File: src/rtl/dmem_arb_pkg.sv
// ---------------------------------------------------------------------------
// dmem_arb_pkg
// Shared definitions for the two-master data-memory arbiter:
//   state_e            - arbiter FSM states
//   M0 / M1            - master index / round-robin pointer values
//   RD_LAT_MIN / _MAX  - supported slave read latency range (cycles)
// ---------------------------------------------------------------------------
package dmem_arb_pkg;

  typedef enum logic [1:0] {
    IDLE  = 2'd0,
    ISSUE = 2'd1,
    WAIT  = 2'd2,
    ACK   = 2'd3
  } state_e;

  localparam logic M0 = 1'b0;
  localparam logic M1 = 1'b1;

  localparam int RD_LAT_MIN = 1;
  localparam int RD_LAT_MAX = 3;

endpackage

File: src/rtl/rr_arb2.sv
// ---------------------------------------------------------------------------
// rr_arb2
// Two-way combinational round-robin picker. A lone requester always wins;
// on a tie the master named by i_prio wins. The pointer itself is owned and
// advanced by the parent.
//   i_req  [1:0]  request vector, bit 0 = m0, bit 1 = m1
//   i_prio        tie-break winner (M0 or M1)
//   o_gnt  [1:0]  one-hot grant, all-zero when nobody requests
// ---------------------------------------------------------------------------
module rr_arb2
  import dmem_arb_pkg::*;
(
  input  logic [1:0] i_req,
  input  logic       i_prio,
  output logic [1:0] o_gnt
);

  always_comb begin
    o_gnt = i_req;
    if (&i_req) begin
      o_gnt = (i_prio == M1) ? 2'b10 : 2'b01;
    end
  end

endmodule

File: src/rtl/dmem_arbiter.sv
// ---------------------------------------------------------------------------
// dmem_arbiter
// Shares one data-memory slave port between the CPU data port (m0) and a
// second bus master (m1). Each transaction runs IDLE -> ISSUE -> WAIT -> ACK:
// a single-cycle slave enable, RD_LAT cycles of wait, read-data capture on
// the last wait cycle, then a one-cycle acknowledge to the owner.
//   clk, rst                  clock, synchronous active-high reset
//   mX_req/addr/d/we          master request, byte address, write data,
//                             byte enables (all-zero = read)
//   mX_q, mX_ack              per-master read-data register, done pulse
//   s_en/addr/d/we, s_q       slave port
//   gnt                       one-hot owner while busy, 0 in IDLE
//   busy                      high whenever the FSM is not in IDLE
// ---------------------------------------------------------------------------
module dmem_arbiter
  import dmem_arb_pkg::*;
#(
  parameter int ADDR_W = 32,
  parameter int DATA_W = 32,
  parameter int RD_LAT = 1
) (
  input  logic                clk,
  input  logic                rst,
  input  logic                m0_req,
  input  logic [ADDR_W-1:0]   m0_addr,
  input  logic [DATA_W-1:0]   m0_d,
  input  logic [DATA_W/8-1:0] m0_we,
  output logic [DATA_W-1:0]   m0_q,
  output logic                m0_ack,
  input  logic                m1_req,
  input  logic [ADDR_W-1:0]   m1_addr,
  input  logic [DATA_W-1:0]   m1_d,
  input  logic [DATA_W/8-1:0] m1_we,
  output logic [DATA_W-1:0]   m1_q,
  output logic                m1_ack,
  output logic                s_en,
  output logic [ADDR_W-1:0]   s_addr,
  output logic [DATA_W-1:0]   s_d,
  output logic [DATA_W/8-1:0] s_we,
  input  logic [DATA_W-1:0]   s_q,
  output logic [1:0]          gnt,
  output logic                busy
);

  localparam int BE_W = DATA_W / 8;

  // Out-of-range latencies are clamped so the 2-bit counter never wraps.
  localparam int LP_RD_LAT = (RD_LAT < RD_LAT_MIN) ? RD_LAT_MIN :
                             (RD_LAT > RD_LAT_MAX) ? RD_LAT_MAX : RD_LAT;
  localparam logic [1:0] LP_CNT_INIT = 2'(LP_RD_LAT);

  state_e            r_state;
  state_e            w_next_state;
  logic              r_owner;
  logic              r_prio;
  logic [1:0]        r_cnt;
  logic [DATA_W-1:0] r_m0_q;
  logic [DATA_W-1:0] r_m1_q;

  logic [1:0]        w_req;
  logic [1:0]        w_pick;
  logic [ADDR_W-1:0] w_own_addr;
  logic [DATA_W-1:0] w_own_d;
  logic [BE_W-1:0]   w_own_we;
  logic              w_start;
  logic              w_capture;

  assign w_req = {m1_req, m0_req};

  rr_arb2 u_rr_arb2 (
    .i_req  (w_req),
    .i_prio (r_prio),
    .o_gnt  (w_pick)
  );

  // Slave-side mux follows the latched owner, so a requester dropping or
  // changing req mid-transaction cannot redirect the slave port.
  assign w_own_addr = (r_owner == M1) ? m1_addr : m0_addr;
  assign w_own_d    = (r_owner == M1) ? m1_d    : m0_d;
  assign w_own_we   = (r_owner == M1) ? m1_we   : m0_we;

  assign w_start   = (r_state == IDLE) && (|w_req);
  assign w_capture = (r_state == WAIT) && (r_cnt == 2'd1) && (w_own_we == '0);

  // NOTE: sequential state uses non-blocking assignments so every register
  // updates from pre-edge values regardless of statement order.
  always_ff @(posedge clk) begin
    if (rst) begin
      r_state <= IDLE;
    end else begin
      r_state <= w_next_state;
    end
  end

  // NOTE: every signal driven here gets a default before the case, so no
  // path through the block leaves one unassigned and no latch is inferred.
  always_comb begin
    w_next_state = r_state;
    s_en         = 1'b0;
    s_we         = '0;
    m0_ack       = 1'b0;
    m1_ack       = 1'b0;
    gnt          = 2'b00;
    case (r_state)
      IDLE: begin
        if (|w_req) w_next_state = ISSUE;
      end
      ISSUE: begin
        gnt[r_owner] = 1'b1;
        s_en         = 1'b1;
        s_we         = w_own_we;
        w_next_state = WAIT;
      end
      WAIT: begin
        gnt[r_owner] = 1'b1;
        if (r_cnt == 2'd1) w_next_state = ACK;
      end
      ACK: begin
        gnt[r_owner] = 1'b1;
        if (r_owner == M1) m1_ack = 1'b1;
        else               m0_ack = 1'b1;
        w_next_state = IDLE;
      end
      default: w_next_state = IDLE;
    endcase
  end

  always_ff @(posedge clk) begin
    if (rst) begin
      r_owner <= M0;
      r_prio  <= M0;
      r_cnt   <= 2'd0;
      r_m0_q  <= '0;
      r_m1_q  <= '0;
    end else begin
      if (w_start) begin
        r_owner <= w_pick[1];
        // Pointer moves to whichever master did not win this grant.
        r_prio  <= w_pick[0];
      end
      if (r_state == ISSUE) begin
        r_cnt <= LP_CNT_INIT;
      end else if (r_state == WAIT) begin
        r_cnt <= r_cnt - 2'd1;
      end
      if (w_capture) begin
        if (r_owner == M1) r_m1_q <= s_q;
        else               r_m0_q <= s_q;
      end
    end
  end

  assign m0_q   = r_m0_q;
  assign m1_q   = r_m1_q;
  assign s_addr = w_own_addr;
  assign s_d    = w_own_d;
  assign busy   = (r_state != IDLE);

endmodule

File: config.mk
export PLATFORM = sky130hd
export DESIGN_NAME = dmem_arbiter
export DESIGN_NICKNAME = d
export VERILOG_FILES = /design/src/rtl/dmem_arb_pkg.sv /design/src/rtl/rr_arb2.sv /design/src/rtl/dmem_arbiter.sv
export SDC_FILE = /design/constraint.sdc
export NUM_CORES = 1
export LEC_CHECK = 0
export BUFFER_PORTS_ARGS = -buffer_cell sky130_fd_sc_hd__buf_2
export CAP_MARGIN = 0
export CELL_PAD_IN_SITES_DETAIL_PLACEMENT = 2
export CELL_PAD_IN_SITES_GLOBAL_PLACEMENT = 2
export CORE_AREA = 2 2 136 138
export DETAILED_ROUTE_END_ITERATION = 16
export DIE_AREA = 0 0 138 140
export PLACE_DENSITY = 0.85
export RECOVER_POWER = 100
export REMOVE_ABC_BUFFERS = 1
export SLEW_MARGIN = 20
export SYNTH_ARGS = -nofsm -noshare
export SYNTH_HDL_FRONTEND = slang
export SYNTH_SLANG_ARGS = --single-unit
File: constraint.sdc
create_clock -name clk -period 3.05 [get_ports clk]
set_input_delay 0.61 -clock clk [delete_from_list [all_inputs] [get_ports clk]]
set_output_delay 0.61 -clock clk [all_outputs]
set_load 0.03 [all_outputs]
## Word-level counts from Yosys, hierarchy flattened

Cells that the tools add are included.

| cells by class | value |
|---|---|
| magnitude comparators | 2 |
| reductions and logical operators | 15 |
| eq/ne operators | 6 |
| add/subtract/negate cells | 1 |
| bitwise operators | 1 |
| muxes and demuxes | 19 |

Operators by type and width:

| kind | number |
|---|---|
| $mux 32 | 2 |
| $mux 2 | 5 |
| $mux 1 | 8 |
| $mux 4 | 2 |
| $pmux 2 s4 | 1 |
| $reduce_and 2->1 | 4 |
| $eq 2x1->1 const B | 2 |
| $eq 2x2->1 const B | 2 |
| $logic_and 1x1->1 | 4 |
| $logic_not 4->1 | 1 |
| $reduce_bool 2->1 | 2 |
| $reduce_or 2->1 | 2 |
| $reduce_or 3->1 | 1 |
| $logic_not 2->1 | 1 |
| $lt 1x2->1 const B | 1 |
| $ne 2x1->1 const B | 1 |
| $ne 2x2->1 const B | 1 |
| $sub 2x1->2 const B | 1 |
| $demux 1 s1 | 1 |
| $ge 1x1->1 const B | 1 |
| $not 1->1 | 1 |

| word-level totals | value |
|---|---|
| flip-flop bits (word level) | 70 |
| output and inout port bits | 138 |
| word-level logic and storage cells | 51 |
| input port bits | 172 |

## Logic depth before layout (Yosys ltp)

Gate-level depths: netlist of the first run.

| depth | value |
|---|---|
| word-level depth | 5 |
| gate-level depth with buffers | 7 |
| depth with buffers taken out | 5 |

## By module

Synthesis of the first run repeated with hierarchy kept, for this count alone.

| unflattened totals | value |
|---|---|
| cells, all modules | 420 |
| area total of the unflattened synthesis | 3841.2 um2 |

By module, submodules not included:

| module | times used | cells an instance | area an instance (um2) |
|---|---|---|---|
| dmem_arbiter | 1 | 417 | 3822.4 |
| rr_arb2 | 1 | 3 | 18.8 |

## Worst setup path after synthesis of the first run

Ideal clock, no wire load.

| timing | value |
|---|---|
| path kind | reg2out |
| from | reg r_owner |
| to | out s_we[2] |
| slack | 0.843 ns |
| stages on the path, launching flop included | 5 |
| data required time | 2.440 ns |
| arrival | 1.597 ns |
| cell sequence | dfxtp_1 clkbuf_1 buf_1 mux2i_1 nor2b_1 |

| on the way | value |
|---|---|
| word-level cells in the longest chain between the ends | 2 |

Ends and longest elaborated chain:

| what | line | text |
|---|---|---|
| from (decl) | dmem_arbiter.sv:54 | `logic r_owner;` |
| from (signal assigned) | dmem_arbiter.sv:137 | `r_owner <= w_pick[1];` |
| $mux 4 | dmem_arbiter.sv:80 | `assign w_own_we = (r_owner == M1) ? m1_we : m0_we;` |
| $mux 4 | dmem_arbiter.sv:104 | `case (r_state)` |
| to (decl) | dmem_arbiter.sv:39 | `output logic [DATA_W/8-1:0] s_we,` |

Every way passes these cells.

## Final worst setup path of the first run

| timing | value |
|---|---|
| from | reg r_owner |
| to | out s_addr[0] |

| on the way | value |
|---|---|
| word-level cells in the longest chain between the ends | 1 |

Ends and longest elaborated chain:

| what | line | text |
|---|---|---|
| $mux 32 | dmem_arbiter.sv:78 | `assign w_own_addr = (r_owner == M1) ? m1_addr : m0_addr;` |
| to (decl) | dmem_arbiter.sv:37 | `output logic [ADDR_W-1:0] s_addr,` |

Every way passes these cells.

==> run metrics, run 1 <==
Die X=138 um; Post-CTS Setup Bufs=0; Place WS=0.661 ns; post-CTS sizing=0; clock buffer depth=2; Reg2Reg Depth=4; WL/cell=17.9 um; hold path start=r_prio$_SDFFE_PP0P_; clk slew on worst S/H paths=0.05 ns; crit-path max FO=53; hold crit path type=flop to flop; ordered cell list for the critical path=buf_12 > mux2_2 > clkbuf_1; post-synthesis cell area=3840 sq um; CP endpoint kind=output pin; Fin. Hold Viols=0; die area=19300 sq um; commonest non-fill, non-tap cell in the layout=buf_2; GP Congestion=0.821; Vias=3856; r2r endpoint=m0_q[26]$_SDFFE_PP0P_; delay-heaviest family, CP=flip-flops; Congestion Overflow GR=0; H-tree levels=3; DRC viols=0; Core ar.=17800 sq um; Worst Max-Slew Pin Slew=1.64 ns; Max Fclk=0.376 GHz; pin count of the biggest net entering global routing=54; drt via density=4.26; TritonCTS Sinks=70; later-pin clock latency in the skew report=0.33 ns; Leakage Power=2.52 nW; max_slew headroom=-9.35%; FP Rows=49; Pwr per Cell Area=575 nW/um^2; Syn Area/Cell=10.3 sq um; Max Cap Viol=1; DRT antenna net count=0; #FFs+latches synth=70; number of global-route vias before repair=4108; Cells after Synth=371; post-placement cell area=5630 sq um; drt first pass iters=4; Synth-to-Final Area Change=50.6%; Data required, critical path=2.44 ns; CP peak stage delay=0.80 ns; layout cell share with drive strength beyond 1=38.5%; minimum hold slack=0.473 ns; worst setup path class=flop to output pin; root buffer cell=clkbuf_16; placed wire-length estimate=13.4 mm; Port Buffer Count=309; most frequent cells in the layout=176 x buf_2, 133 x clkbuf_1, 99 x nand2b_1, 70 x mux2i_1, 69 x dfxtp_1; fill cell count=2143; Total GRT Usage=16.1%; Tot Pwr=3.32 mW; Worst EP arrival=2.05 ns; register area share after synthesis=36.5%; period utilization=87.1%; cts hold-fix bufs=0; RSZ-0062 raised after global routing=false; Worst Setup Slack, final=0.393 ns; Max Transition Viols Final=53; Initial Utilization=21.6%; TritonCTS clock tree=done; fin area=5780 sq um; element type at the critical path start=flop; footprint of the multi-input gates=2310 sq um; CP max stage cell=dfxtp_4; clock skew=0.00859 ns; Reg2Reg Setup Slack=0.66 ns; Period minus WS final=2.66 ns; hold path depth=1; die height=140 um; initial drt markers=82; Yosys warnings=0; violated checks=capacitance limit, slew limit; count of nets after finishing=848; Synth cell types=26; crit path buf inv count=2; register area=1410 sq um; initial antenna violation count=1; status=complete, but fails checks; Setup TNS Final=0 ns; first-pass GRT wire length=24.4 mm; worst vdd ir=0.215 mV; Num CTS Buffers=9; Hold EP=r_prio$_SDFFE_PP0P_; r2r startpoint=r_owner$_SDFFE_PP0P_; WL final=16.2 mm; Ports=310; setup violators final=0
-- worst max-delay path by stage --
stage	start	endpoint	slack, ns	cells after the start
3_5_place_dp	m0_we[2]	m0_q[10]$_SDFFE_PP0P_	0.66	4
4_1_cts	r_owner$_SDFFE_PP0P_	s_addr[24]	0.43	3
2_1_floorplan	r_owner$_SDFFE_PP0P_	m1_q[0]$_SDFFE_PP0P_	-1.46	2
3_3_place_gp	m0_we[2]	m0_q[12]$_SDFFE_PP0P_	0.71	4
6_report	r_owner$_SDFFE_PP0P_	s_addr[0]	0.39	3
5_1_grt	rst	m0_q[15]$_SDFFE_PP0P_	0.25	4
-- routing by layer --
| layer | vias up | share of wire [%] | global-route usage [%] |
|---|---|---|---|
| met5 | - | 0 | 0 |
| met4 | 0 | 1.3 | 4.08 |
| met3 | 14 | 6.1 | 4.31 |
| met2 | 159 | 53 | 30.7 |
| met1 | 1828 | 39 | 17.7 |
| li1 | 1855 | - | - |
-- state kept, by name (all words and copies together), names as in the netlist --
signal and cells:
r_state 2, r_prio 1, r_owner 1, m1_q 32
m0_q 32, r_cnt 2
-- Yosys cell counts --
cell type | number | area, sq um
a32oi_1 | 1 | 8.76
o21a_1 | 1 | 7.51
a21boi_0 | 1 | 7.51
nand2b_1 | 99 | 619
nor2_1 | 5 | 18.8
nor3_1 | 4 | 20.0
ha_1 | 6 | 75.1
and2_1 | 1 | 6.26
or3_1 | 1 | 6.26
a21oi_1 | 2 | 10.0
mux2i_1 | 70 | 701
clkbuf_1 | 18 | 67.6
inv_1 | 5 | 18.8
nand2_1 | 3 | 11.3
nor2b_1 | 6 | 37.5
or4_1 | 1 | 7.51
mux2_2 | 64 | 721
nor4bb_1 | 1 | 10.0
buf_6 | 1 | 11.3
nand4bb_1 | 1 | 11.3
a311oi_1 | 1 | 8.76
buf_2 | 4 | 20.0
buf_4 | 2 | 15.0
or3b_2 | 1 | 8.76
dfxtp_1 | 70 | 1400
buf_1 | 2 | 7.51
-- cell families (layout without fill, tap and decap cells) --
kind of cell | after synthesis | after routing | share of synthesized area (%)
mux | 134 | 134 | 37.0
simple gates | 123 | 123 | 19.7
flops | 70 | 70 | 36.5
buf+inv | 32 | 336 | 3.65
fa+ha+maj | 6 | 6 | 1.96
compound gates | 6 | 6 | 1.11
other cells | 0 | 1 | 0
-- per-stage QoR --
| step | cells | util (%) |
|---|---|---|
| final | 905 | 32.5 |
| after global routing | 904 | 32.5 |
| after CTS | 904 | 33.5 |
| after detailed placement | 888 | 31.7 |
| after global placement | 888 | 31.7 |
| after floorplan | 344 | - |
-- final cells by class --
type	count	area share, %
Multi-Input combinational cell	269	40.0
Clock buffer	9	3.90
Sequential cell	70	24.3
Tap cell	229	4.96
Inverter	5	0.325
Timing Repair Buffer	315	24.8
Antenna cell	1	0.0433
Clock inverter	7	1.69
-- power by group --
group,switching [mW],internal (mW)
Sequential,0.0799,0.946
Combinational,0.729,0.435
Clock,0.412,0.719
Total,1.22,2.10
(Power assumes the default switching activity.)
==> run 2, diff against run 1 <==
Settings changed: CORE_AREA 2 2 136 138 to 2 2 139 141, DIE_AREA 0 0 138 140 to 0 0 141 143, PLACE_DENSITY 0.85 to 0.82.
Clock period 3.05 ns to 3 ns, I/O delays scaled along.
==> run metrics, run 2 (synthesis results as in run 1) <==
clock skew=0.00741 ns; Worst EP arrival=2.06 ns; first-pass GRT wire length=22.9 mm; Vias=3857; DRT antenna net count=0; Post-CTS Setup Bufs=0; Num CTS Buffers=9; die height=143 um; Data required, critical path=2.40 ns; Max Transition Viols Final=48; crit-path max FO=44; post-CTS sizing=0; ant diodes=0; Leakage Power=2.54 nW; CP endpoint kind=output pin; M1 WL=6.05 mm; Worst Max-Slew Pin Slew=1.62 ns; Reg2Reg Depth=3; status=complete, but fails checks; H-tree levels=3; count of nets after finishing=849; top sig layer=met4; Port Buffer Count=309; number of global-route vias before repair=4015; DRC viols=0; routed wl met3=1.28 mm; setup violators final=0; Setup crit end=s_addr[27]; Tot Pwr=3.24 mW; RSZ-0062 raised after global routing=false; worst vdd ir=0.228 mV; GP Congestion=0.772; part of the power in registers=31.7%; Die X=141 um; Congestion Overflow GR=0; Int Pwr=1.98 mW; Setup TNS Final=0 ns; Ports=310; layout cell share with drive strength beyond 1=39.3%; Pwr per Cell Area=562 nW/um^2; initial drt markers=63; crit path launch=r_owner$_SDFFE_PP0P_; Fin. Hold Viols=0; Reg2Reg Setup Slack=0.77 ns; TritonCTS clock tree=done; hold crit path type=flop to flop; Total GRT Usage=14.8%; most frequent cells in the layout=184 x buf_2, 125 x clkbuf_1, 99 x nand2b_1, 70 x mux2i_1, 69 x dfxtp_1; element type at the critical path start=flop; max_slew headroom=-7.93%; period utilization=88.8%; drt first pass iters=4; Initial Utilization=20.7%; Period minus WS final=2.66 ns; Max Cap Viol=1; switching part of the total power=38.9%; TritonCTS Sinks=70; clock share of power=31.7%; drt via density=4.24; Synth-to-Final Area Change=50.4%; post-placement cell area=5640 sq um; cts hold-fix bufs=0; violated checks=capacitance limit, slew limit; clock buffer depth=2; Core ar.=18600 sq um; later-pin clock latency in the skew report=0.33 ns; initial antenna violation count=0; r2r startpoint=r_owner$_SDFFE_PP0P_; root buffer cell=clkbuf_16; r2r endpoint=m0_q[2]$_SDFFE_PP0P_; Psw=1.26 mW; commonest non-fill, non-tap cell in the layout=buf_2; fin area=5770 sq um; placed wire-length estimate=12.8 mm; combinational share of power=36.6%; clk slew on worst S/H paths=0.07 ns; WL met2=7.86 mm; die area=20200 sq um; WL/cell=17.0 um; pin count of the biggest net entering global routing=57; WL final=15.5 mm; FP Rows=50; Max Fclk=0.376 GHz; worst setup path class=flop to output pin
-- run 2: power by group through the flow --
stage | Clock (mW) | Sequential, mW | Combinational, mW
floorplan | 0 | 1.06 | 0.805
global placement | 0 | 1.05 | 1.24
detailed placement | 0 | 1.05 | 1.26
CTS | 1.08 | 1.03 | 1.26
global route | 1.11 | 1.04 | 1.28
finish | 1.03 | 1.03 | 1.19
-- run 2: layout make-up --
cell class / count / area, sq um
Clock inverter: 7 / 62.6
Clock buffer: 9 / 225
Fill cell: 2201 / 12800
Sequential cell: 70 / 1410
Timing Repair Buffer: 316 / 1450
Multi-Input combinational cell: 269 / 2320
Inverter: 5 / 18.8
Tap cell: 234 / 293
-- run 2: how the worst min path moves through the flow --
stage | to | slack [ns] | cells past startpoint | from
5_1_grt | m1_q[24]$_SDFFE_PP0P_ | 0.50 | 2 | m1_q[24]$_SDFFE_PP0P_
3_3_place_gp | m0_q[24]$_SDFFE_PP0P_ | 0.46 | 2 | m0_q[24]$_SDFFE_PP0P_
6_report | m1_q[4]$_SDFFE_PP0P_ | 0.47 | 2 | m1_q[4]$_SDFFE_PP0P_
3_5_place_dp | m0_q[30]$_SDFFE_PP0P_ | 0.46 | 2 | m0_q[30]$_SDFFE_PP0P_
2_1_floorplan | r_prio$_SDFFE_PP0P_ | 0.44 | 1 | r_prio$_SDFFE_PP0P_
4_1_cts | m0_q[16]$_SDFFE_PP0P_ | 0.48 | 2 | m0_q[16]$_SDFFE_PP0P_
-- run 2: routing by layer --
layer  GRT usage, %  vias up
li1               -     1854
met1           16.9     1809
met2           26.5      176
met3           4.69       18
met4           4.11        0
met5              0        -
-- run 2: stage by stage --
stage / hold WS (ns) / setup slack, ns / instances / util, %
finish: 0.473 / 0.337 / 910 / 31.1
global route: 0.497 / 0.217 / 910 / 31.1
CTS: 0.478 / 0.458 / 910 / 31.9
detailed placement: 0.465 / 0.636 / 894 / 30.4
global placement: 0.456 / 0.676 / 894 / 30.4
floorplan: 0.436 / -1.51 / 344 / -
-- run 2: worst max-delay path: stages (launching register included) --
cell      delay (ns)
dfxtp_4         0.69
clkbuf_2        0.41
mux2_2          0.38
clkbuf_1        0.23
==> run 3, diff against run 2 <==
Settings changed: ABC_AREA from default to 1, CORE_AREA 2 2 139 141 to 2 2 147 149, DIE_AREA 0 0 141 143 to 0 0 149 151, PLACE_DENSITY 0.82 to 0.88.
Clock period 3 ns to 3.18 ns, I/O delays scaled along.
==> run metrics, run 3 <==
status=finished clean; Main synth FF type=dfxtp_1; Post-CTS Setup Bufs=0; Psw=1.53 mW; Synth Area in Simple Gates=49.4%; #FFs+latches synth=70; Leakage Power=3.06 nW; clk slew on worst S/H paths=0.06 ns; H-tree levels=3; FP Rows=53; Int Pwr=1.92 mW; number of synthesized flops with an enable pin=0; Cells after Synth=675; Data required, critical path=2.54 ns; synth top area cells=dfxtp_1 34%, nand2_1 25%, nor2_1 12%, nand4_1 9.8%, inv_1 4.4%; Finished Core Util=28.7%; count of nets after finishing=1133; switching part of the total power=44.3%; Max Fclk=0.338 GHz; Synth-to-Final Area Change=45.8%; Synth cell types=24; Core ar.=20800 sq um; Num CTS Buffers=9; clock skew=0.00843 ns; WL final=20.8 mm; Adder-Cell Fraction of Synth Area=1.83%; Ports=310; initial antenna violation count=6; initial drt markers=109; combinational share of power=42.2%; Synth Area in Compound Gates=2.60%; Total GRT Usage=17.8%; Yosys warnings=0; drt via density=4.37; die area=22500 sq um; post-synthesis cell area=4090 sq um; Worst EP arrival=2.32 ns; post-synthesis mux area share=0%; DRT antenna net count=0; clock share of power=29.9%; worst vdd ir=0.220 mV; layout cell share with drive strength beyond 1=24.9%; Fin. Hold Viols=0; Die X=149 um; number of global-route vias before repair=5755; WL/cell=16.8 um; CP endpoint kind=output pin; largest area contributor in the netlist=dfxtp_1; Synth top cells by count=276 x nand2_1, 136 x nor2_1, 70 x dfxtp_1; Initial Utilization=19.7%; most frequent cell after synthesis=nand2_1; period utilization=93.0%; commonest non-fill, non-tap cell in the layout=nand2_1; Vias=5409; most frequent cells in the layout=277 x nand2_1, 177 x buf_2, 136 x nor2_1, 104 x clkbuf_1, 69 x dfxtp_1; Period minus WS final=2.96 ns; drt first pass iters=4; later-pin clock latency in the skew report=0.33 ns; Max Transition Viols Final=0; TritonCTS clock tree=done; GP Congestion=0.828; register area share after synthesis=34.2%; post-placement cell area=5780 sq um; pin count of the biggest net entering global routing=65; Syn Area/Cell=6.07 sq um; clock buffer depth=2; setup violators final=0; Pwr per Cell Area=579 nW/um^2; cts hold-fix bufs=0; crit-path max FO=59; TritonCTS Sinks=70; first-pass GRT wire length=31.0 mm; Yosys top cell area share=34.2%; Setup TNS Final=0 ns; root buffer cell=clkbuf_16; DRC viols=0; Worst Max-Slew Pin Slew=1.31 ns; Max Cap Viol=0; post-synthesis xor/xnor area fraction=0%; Congestion Overflow GR=0; Port Buffer Count=309; placed wire-length estimate=16.7 mm; Post-synth ARST share=0%; largest family of logic cells by synthesized area=simple AND/OR/NAND/NOR gates; RSZ-0062 raised after global routing=false; element type at the critical path start=flop; die height=151 um; hold crit path type=flop to flop; fin area=5970 sq um; worst setup path class=flop to output pin; part of the power in registers=27.9%; max_slew headroom=12.9%; post-CTS sizing=0
-- run 3: cell types whose count changed in the layout (fill, tap and decap cells not counted), moves of 27 or more --
cell / before / now
clkbuf_2: 2 / 29
inv_1: 5 / 48
mux2_2: 55 / 0
mux2i_1: 70 / 0
nand2_1: 3 / 277
nand2b_1: 99 / 0
nand4_1: 0 / 64
nor2_1: 5 / 136
-- run 3: through the flow --
step / hold WS (ns) / cells / setup WS, ns / power, mW
floorplan: 0.435 / 626 / -2.68 / 1.92
global placement: 0.451 / 1219 / 0.714 / 2.46
detailed placement: 0.471 / 1219 / 0.603 / 2.50
CTS: 0.485 / 1235 / 0.282 / 3.55
global route: 0.501 / 1237 / 0.0956 / 3.66
finish: 0.479 / 1237 / 0.222 / 3.45
-- run 3: worst max-delay path, cell delays in order, from the launching register on --
cell and delay (ns):
dfxtp_4 0.45, inv_4 0.49, clkbuf_4 0.54, nand2_1 0.13, nand2_1 0.08, clkbuf_2 0.20
-- run 3: final timing paths --
path / start / end / slack [ns] / cells after the start
hold reg to reg: r_cnt[1]$_SDFFE_PP0N_ / r_cnt[1]$_SDFFE_PP0N_ / 0.48 / 2
setup reg to reg: r_owner$_SDFFE_PP0P_ / m1_q[19]$_SDFFE_PP0P_ / 0.38 / 8
setup / recovery: r_owner$_SDFFE_PP0P_ / s_addr[29] / 0.22 / 5
hold / removal: r_cnt[1]$_SDFFE_PP0N_ / r_cnt[1]$_SDFFE_PP0N_ / 0.48 / 2
-- run 3: cell families after synthesis --
group,Yosys count
fa+ha+maj,6
buf+inv,98
simple gates,484
flops,70
compound gates,17
-- run 3: area by class of cell --
| type | count | area, sq um |
|---|---|---|
| Tap cell | 275 | 344 |
| Inverter | 49 | 186 |
| Multi-Input combinational cell | 507 | 2210 |
| Timing Repair Buffer | 318 | 1510 |
| Antenna cell | 2 | 5.00 |
| Fill cell | 2663 | 14900 |
| Sequential cell | 70 | 1410 |
| Clock buffer | 13 | 292 |
| Clock inverter | 3 | 23.8 |
-- run 3: per-layer routing --
metal	GRT usage [%]	share of wire, %
met5	0	0.13
met1	20.0	40
met4	7.62	3.5
met2	32.4	50
met3	3.89	6.3
-- run 3: power groups by stage --
stage	clock network, mW	logic [mW]	registers [mW]
global route	1.10	1.59	0.969
CTS	1.07	1.52	0.963
finish	1.03	1.46	0.963
detailed placement	0	1.51	0.982
floorplan	0	0.905	1.01
global placement	0	1.48	0.978
